===== src/rtl/instr_fetch_decode.sv =====
`default_nettype none
// ============================================================================
// Module      : instr_fetch_decode
// Description : Instruction register, opcode decoder and run/step gate that
//               sit directly upstream of the multicycle control FSM. Keeps a
//               retired-instruction counter.
// Revision    : 1.0 - initial release
// ----------------------------------------------------------------------------
// Parameters
//   COUNT_W       width of the retired-instruction counter (default 16)
// Ports
//   clock         system clock, rising edge
//   reset         asynchronous, active-high
//   run_mode      1 = continuous execution, 0 = single-step
//   step          step button (already synchronised), level
//   instr_in      16-bit word from code memory
//   ir_load       FSM fetch state: capture instr_in into the IR
//   instr_done    FSM: last cycle of the current instruction
//   opcode_out    [22:0] one-hot op, [24:23] RY, [26:25] RX
//   imm_out       8-bit immediate field
//   decode_valid  opcode_out/imm_out/illegal reflect the current IR
//   run           run enable to the FSM
//   instr_count   retired instructions (wraps)
//   illegal       decoded IR holds an undefined encoding
// Build option
//   ILLEGAL_TRAP_EN  when defined, a decoded illegal word parks the gate in a
//                    TRAPPED state (run = 0) that only reset leaves.
// ============================================================================
module instr_fetch_decode #(
  parameter int COUNT_W = 16
) (
  input  logic               clock,
  input  logic               reset,
  input  logic               run_mode,
  input  logic               step,
  input  logic [15:0]        instr_in,
  input  logic               ir_load,
  input  logic               instr_done,
  output logic [26:0]        opcode_out,
  output logic [7:0]         imm_out,
  output logic               decode_valid,
  output logic               run,
  output logic [COUNT_W-1:0] instr_count,
  output logic               illegal
);

  localparam logic [26:0] C_OPCODE_RESET = 27'h0000001;

  typedef enum logic [2:0] {
    S_IDLE      = 3'd0,
    S_RUNNING   = 3'd1,
    S_STEP_EXEC = 3'd2,
    S_STEP_HOLD = 3'd3
`ifdef ILLEGAL_TRAP_EN
    , S_TRAPPED = 3'd4
`endif
  } gate_state_t;

  logic [15:0] r_ir;
  logic        r_ir_valid;   // at least one word captured since reset
  logic        r_step_q;
  gate_state_t r_state;
  gate_state_t w_state_next;

  logic [3:0]  w_op;
  logic [1:0]  w_sel;
  logic [22:0] w_onehot;
  logic        w_illegal;

  // --------------------------------------------------------------------------
  // Opcode decode (combinational from IR, registered into the outputs below)
  // --------------------------------------------------------------------------
  assign w_op  = r_ir[15:12];
  assign w_sel = r_ir[9:8];

  always_comb begin
    w_onehot  = '0;
    w_illegal = 1'b0;
    case (w_op)
      4'h0: w_onehot = 23'd1;
      4'h1: w_onehot = 23'd1 << (5'd1 + {3'b000, w_sel});
      4'h2: w_onehot = 23'd1 << 5;
      4'h3: w_onehot = 23'd1 << 6;
      4'h4: w_onehot = 23'd1 << 7;
      4'h5: w_onehot = 23'd1 << 8;
      4'h6: w_onehot = 23'd1 << 9;
      4'h7: w_onehot = 23'd1 << 10;
      4'h8: w_onehot = 23'd1 << 11;
      4'h9: w_onehot = 23'd1 << 12;
      4'hA: w_onehot = 23'd1 << 13;
      4'hB: w_onehot = 23'd1 << 14;
      4'hC: begin
        // Only SHIFTL/SHIFTR exist; the upper sub-codes fall back to NOOP.
        if (w_sel[1]) begin
          w_onehot  = 23'd1;
          w_illegal = 1'b1;
        end else if (w_sel[0]) begin
          w_onehot = 23'd1 << 16;
        end else begin
          w_onehot = 23'd1 << 15;
        end
      end
      4'hD: w_onehot = 23'd1 << 17;
      4'hE: w_onehot = 23'd1 << 18;
      4'hF: w_onehot = 23'd1 << (5'd19 + {3'b000, w_sel});
      default: w_onehot = 23'd1;
    endcase
  end

  // --------------------------------------------------------------------------
  // Two-stage pipeline: IR capture, then registered decode one edge later.
  // Decode is re-registered every edge so the outputs always follow the
  // newest IR; decode_valid is held low on any capture edge.
  // --------------------------------------------------------------------------
  always_ff @(posedge clock or posedge reset) begin
    if (reset) begin
      r_ir         <= '0;
      r_ir_valid   <= 1'b0;
      opcode_out   <= C_OPCODE_RESET;
      imm_out      <= '0;
      illegal      <= 1'b0;
      decode_valid <= 1'b0;
    end else begin
      if (ir_load) begin
        r_ir       <= instr_in;
        r_ir_valid <= 1'b1;
      end
      opcode_out   <= {r_ir[11:10], r_ir[9:8], w_onehot};
      imm_out      <= r_ir[7:0];
      illegal      <= w_illegal;
      decode_valid <= r_ir_valid & ~ir_load;
    end
  end

  // --------------------------------------------------------------------------
  // Run/step gate
  // --------------------------------------------------------------------------
  always_ff @(posedge clock or posedge reset) begin
    if (reset) begin
      r_state  <= S_IDLE;
      r_step_q <= 1'b0;
    end else begin
      r_state  <= w_state_next;
      r_step_q <= step;
    end
  end

  always_comb begin
    w_state_next = r_state;
    run          = 1'b0;
    case (r_state)
      S_IDLE: begin
        if (run_mode) begin
          w_state_next = S_RUNNING;
        end else if (step && !r_step_q) begin
          w_state_next = S_STEP_EXEC;
        end
      end
      S_RUNNING: begin
        run = 1'b1;
        // Dropping run_mode only takes effect at an instruction boundary.
        if (!run_mode && instr_done) begin
          w_state_next = S_IDLE;
        end
      end
      S_STEP_EXEC: begin
        run = 1'b1;
        if (instr_done) begin
          w_state_next = S_STEP_HOLD;
        end
      end
      S_STEP_HOLD: begin
        // Wait for release so a held button yields exactly one step.
        if (!step) begin
          w_state_next = S_IDLE;
        end
      end
`ifdef ILLEGAL_TRAP_EN
      S_TRAPPED: begin
        w_state_next = S_TRAPPED;
      end
`endif
      default: begin
        w_state_next = S_IDLE;
      end
    endcase
`ifdef ILLEGAL_TRAP_EN
    if (decode_valid && illegal) begin
      w_state_next = S_TRAPPED;
    end
`endif
  end

  // --------------------------------------------------------------------------
  // Retired-instruction counter (wraps naturally)
  // --------------------------------------------------------------------------
  always_ff @(posedge clock or posedge reset) begin
    if (reset) begin
      instr_count <= '0;
    end else if (instr_done && run) begin
      instr_count <= instr_count + {{(COUNT_W-1){1'b0}}, 1'b1};
    end
  end

endmodule
`default_nettype wire

===== config.mk =====
export PLATFORM = sky130hd
export DESIGN_NAME = instr_fetch_decode
export DESIGN_NICKNAME = d
export VERILOG_FILES = /design/src/rtl/instr_fetch_decode.sv
export SDC_FILE = /design/constraint.sdc
export NUM_CORES = 1
export LEC_CHECK = 0
export CAP_MARGIN = 0
export CORE_MARGIN = 10
export CORE_UTILIZATION = 50
export DETAILED_ROUTE_END_ITERATION = 8
export DONT_BUFFER_PORTS = 1
export PLACE_DENSITY_LB_ADDON = 0.1
export SLEW_MARGIN = 25
export SYNTH_ARGS = -nofsm -noshare
export SYNTH_HDL_FRONTEND = slang
export SYNTH_SLANG_ARGS = --single-unit

===== constraint.sdc =====
create_clock -name clock -period 2.3 [get_ports clock]
set_input_delay 0.46 -clock clock [delete_from_list [all_inputs] [get_ports clock]]
set_output_delay 0.46 -clock clock [all_outputs]
set_load 0.01 [all_outputs]

; ---- Word-level counts from Yosys, hierarchy flattened
; Index checks and enable logic that the tools add are counted.
; W data, S select, Z words.
[word_totals]
in_bits = 22
output_inout_bits = 54
wordCells = 59
regBits = 74
[classes]
eq_ne = 22
n_mux = 12
n_reduce_logical = 9
shifts = 2
n_bitwise = 2
addsub = 3
[op_table]
columns = operator, count
row1 = $pmux W23 S16, 1
row2 = $mux W17, 2
row3 = $eq A4 B4 Y1 const B, 8
row4 = $shl A1 B3 Y23 const A, 1
row5 = $shl A1 B5 Y23 const A, 1
row6 = $add A16 B1 Y16 const B, 1
row7 = $eq A4 B3 Y1 const B, 4
row8 = $mux W3, 5
row9 = $pmux W3 S4, 1
row10 = $eq A4 B2 Y1 const B, 2
row11 = $eq A3 B2 Y1 const B, 2
row12 = $ne A2 B2 Y1 const B, 3
row13 = $add A5 B2 Y5 const A, 1
row14 = $eq A4 B1 Y1 const B, 1
row15 = $logic_not A4 Y1, 1
row16 = $reduce_and A4 Y1, 1
row17 = $add A1 B2 Y3 const A, 1
row18 = $eq A3 B1 Y1 const B, 1
row19 = $logic_and A1 B1 Y1, 3
row20 = $logic_not A3 Y1, 1
row21 = $mux W1, 3
row22 = $ne A3 B3 Y1 const B, 1
row23 = $logic_not A1 Y1, 2
row24 = $reduce_or A2 Y1, 1
row25 = other kinds (2), 2

; ---- Logic depth before layout (Yosys ltp)
[logic_depth]
word_depth = 5
mapped_depth = 8
ltp_nobuf = 6

; ---- Worst setup path after synthesis
; Ideal clock, no wire load.
[synth_timing]
kind = reg-to-reg
start = register r_ir[8]
end = register opcode_out[16]
period_less_slack_ns = 1.673
slack_ns = 0.627
stages_incl_launch_ff = 8
path_buffers = 2
setup_time_ns = 0.096
arrival_ns = 1.577
t_required_ns = 2.204
cell_sequence = dfrtp_1 > clkbuf_2 > inv_1 > ha_1 > clkbuf_1 > xor2_1 > nand2_1 > o31ai_1
[synth_between]
elab_chain_cells = 3
word_cells_on_any_way = 7
cone_classes = add/sub (2) / shift (2) / mux (3)
[synth_rtl]
columns = item, line_no
row1 = "start, declared", 59  ; logic [15:0] r_ir;
row2 = "start signal, assigned", 125  ; r_ir <= instr_in;
row3 = "$add A5 B2 Y5, or another cell as far along", 105  ; 4'hF: w_onehot = 23'd1 << (5'd19 + {3'b000, w_sel});
row4 = "$shl A1 B5 Y23, or another cell as far along", 105
row5 = $pmux W23 S16 *, 79  ; case (w_op)
row6 = via w_onehot[16], 67  ; logic [22:0] w_onehot;
row7 = "end signal, assigned", 128  ; opcode_out <= {r_ir[11:10], r_ir[9:8], w_onehot};
row8 = "end, declared", 39  ; output logic [26:0] opcode_out,
; Mark *: on every way through the listed nets, which the timed path passes. The rest lies on a longest branch.
; A chain may end at the register's enable or synchronous reset.

; ---- Final worst setup path
; Ends and elaborated chain as after synthesis.

==> qor.yml <==
global_routing:
  grt_max_degree: 39
  antenna_found_initial: 1
  grt_usage_pct: 13.8
  grt_pass1_wl_mm: 9.52
  grt_use_met3_pct: 9.26
  grt.met1_usage_pct: 15.2
  grtUsageMet2_pct: 20.2
  overflow: 0
  grt_pass1_vias: 1735
  grt-busiest-layer: "met2"
routing:
  first_pass_iters: 5
  drt_iter0_drc: 107
  wl_mm: 5.96
  viasPerCell: 5.49
  vias: 1675
  post_drt_wl_per_cell_um: 19.5
  drc: 0
  drtAntennaViolNets: 0
timing:
  whs_ps: 130
  tns_ps: 0
  rsz0062_at_grt: "false"
  fin_crit_sh_pct: 83.7
  maxSlewViolCount: 0
  final-hold-violation-count: 0
  setup_ws_ps: 376
  slew_headroom_pct: 45.7
  setup_viol: 0
  fmax_mhz: 520
  worst_pin_slew_ps: 813
  min_period_ps: 1920
  skew_ps: 7.66
clocking:
  cts_hold_buf: 0
  cts_resized: 0
  cts_tree: "yes"
  cts_max_level: 3
  root_buffer: "clkbuf_8"
  post-cts-setup-buffer-count: 0
  ctsLongestPathBuffers: 2
  cts_made_buffers: 9
  cts_sinks: 73
  clkTransAtPathRegs_ps: 70
  clk_latency_ps: 330
outcome:
  outcome: "complete, no violations"
final_layout:
  final_common_cell: "dfrtp_1"
  most-common-layout-cells: "dfrtp_1, nand2_1, mux2_2, nor2_1, nor3_1"
  post-route-util_pct: 56.3
  fin_area_um2: 3120
  diodes: 0
  nNetsFinal: 259
  area_growth_pct: 8.95
  fillCellCount: 493
  drive_above_1_share_pct: 17.6
pwr:
  powerDensity_nw_per_um2: 949
  vdd_drop_max_v: 0.000393
  p_leak_nw: 1.42
synthesis:
  ys_types: 38
  netlist_area_um2: 2870
  syn_avg_cell_area_um2: 12.8
  synth_top_area_share_pct: 62.9
  synthCells: 224
  async_reset_ff_share_pct: 100
  yosysWarnings: 0
  syn_nets: 255
  ys_seq_elements: 73
  yosys.area.top_type: "dfrtp_1"
  synth_flop_cell: "dfrtp_1"
  synth_edf_count: 0
  synthTopCellsByArea: "dfrtp_1, mux2_2, ha_1"
  yosysSeqAreaShare_pct: 63.8
worst_setup_path:
  crit_buf_inv: 1
  path_cells: "inv_1 > ha_1 > xor2_1 > nand2_1 > o31ai_1"
  regToRegEndpoint: "opcode_out[16]$_DFF_PP0_"
  worst_setup_path_start_kind: "flip-flop"
  crit_arrival_ps: 2170
  rr_worst_depth: 5
  end_kind: "flip-flop"
  critPathMaxFanout: 11
  r2r_start: "r_ir[8]$_DFFE_PP0P_"
  reg2reg_slack_ps: 380
  crit_required_ps: 2540
  critPathSlowestCell: "dfrtp_1"
  crit_family: "flip-flops"
  worst-path-stages: 5
  crit_type: "flip-flop to flip-flop"
  slowest_delay_ps: 540
placed_design:
  io_buffer_count: 0
  placed_cell_area_um2: 2950
  gp_congestion: 0.820
  dp_slack_ps: 410
  dp_hpwl_mm: 4.43
floorplan:
  die_h_um: 95.7
  io_pins: 76
  design.die.area_um2: 9160
  start_util_pct: 51.7
  fp-row-count: 27
  die_w_um: 95.7
  core-area_um2: 5540
flow_run:
  max_cap_violations: 0
worst_hold_path:
  hold_path.class: "input pin to async pin"
==> layer usage <==
| metal | routed length [um] | share of wire, % |
|---|---|---|
| met4 | 131 | 2.2 |
| met1 | 2270 | 38 |
| met3 | 812 | 14 |
| met5 | 0 | 0 |
| met2 | 2740 | 46 |
==> flip-flops by register name, indices dropped and copies added, names as in the netlist <==
signal        cells
opcode_out       27
instr_count      16
r_ir_valid        1
r_ir             16
decode_valid      1
imm_out           8
r_state           2
illegal           1
r_step_q          1
==> metrics by stage <==
stage | instances | power, mW
2_1_floorplan | 224 | 2.00
3_3_place_gp | 289 | 2.08
3_5_place_dp | 289 | 2.13
4_1_cts | 305 | 3.00
5_1_grt | 305 | 3.15
6_report | 305 | 2.96
==> cell families (layout without fill, tap and decap cells) <==
| logic type | after synthesis | after routing | share of synthesized area [%] |
|---|---|---|---|
| buffers and inverters | 18 | 27 | 2.62 |
| multiplexers | 14 | 14 | 5.50 |
| XOR/XNOR | 16 | 16 | 4.89 |
| flip-flops | 73 | 73 | 63.8 |
| adder cells (fa/ha/maj) | 9 | 9 | 3.93 |
| AND/OR/NAND/NOR | 79 | 79 | 15.9 |
| AO/OA/AOI/OAI | 15 | 15 | 3.32 |
==> power by group <==
part | leakage [nW] | internal (mW) | switching [mW]
logic | 0.408 | 0.208 | 0.263
clock network | 0.0891 | 0.417 | 0.449
registers | 0.928 | 1.42 | 0.207
total | 1.42 | 2.04 | 0.920
==> synth_stat cells, types with 2 or more instances <==
cell        n
nand4_1     3
and4_1      2
mux2_2     14
nor4_1      4
o21ai_0     5
nor3_1     12
inv_1       8
nor3b_1     2
xor2_1      7
dfrtp_1    72
nand2b_1    5
a21oi_1     3
nand3_1     7
clkbuf_1    4
buf_2       5
nor2_1     14
a2bb2oi_1   2
nand4_4     2
nand2_1    17
xnor2_1     9
nor2b_1     2
ha_1        9
==> worst max path at each step <==
stage                                 from                           to  slack [ps]
floorplan              r_ir[8]$_DFFE_PP0P_     opcode_out[16]$_DFF_PP0_         630
global placement    r_state[0]$_DFFE_PP0P_  instr_count[15]$_DFFE_PP0P_         540
detailed placement     r_ir[8]$_DFFE_PP0P_     opcode_out[16]$_DFF_PP0_         410
CTS                    r_ir[8]$_DFFE_PP0P_     opcode_out[16]$_DFF_PP0_         390
global route           r_ir[8]$_DFFE_PP0P_     opcode_out[16]$_DFF_PP0_         220
finish                 r_ir[8]$_DFFE_PP0P_     opcode_out[16]$_DFF_PP0_         380
==> worst reg2reg max path, stage by stage (launching register included) <==
cell and delay, ps:
dfrtp_1 540, inv_1 180, ha_1 480, xor2_1 260, nand2_1 150, o31ai_1 230
==> final cells by class <==
cell class	instances	area, um^2	area share [%]
sequential	73	1830	58.6
multi-input combinational	133	962	30.8
clock buffer	11	141	4.53
tap	72	90.1	2.89
timing repair buffer	3	35.0	1.12
inverter	8	33.8	1.08
clock inverter	5	31.3	1.00
Note: power is estimated with default switching activity, not from simulation.
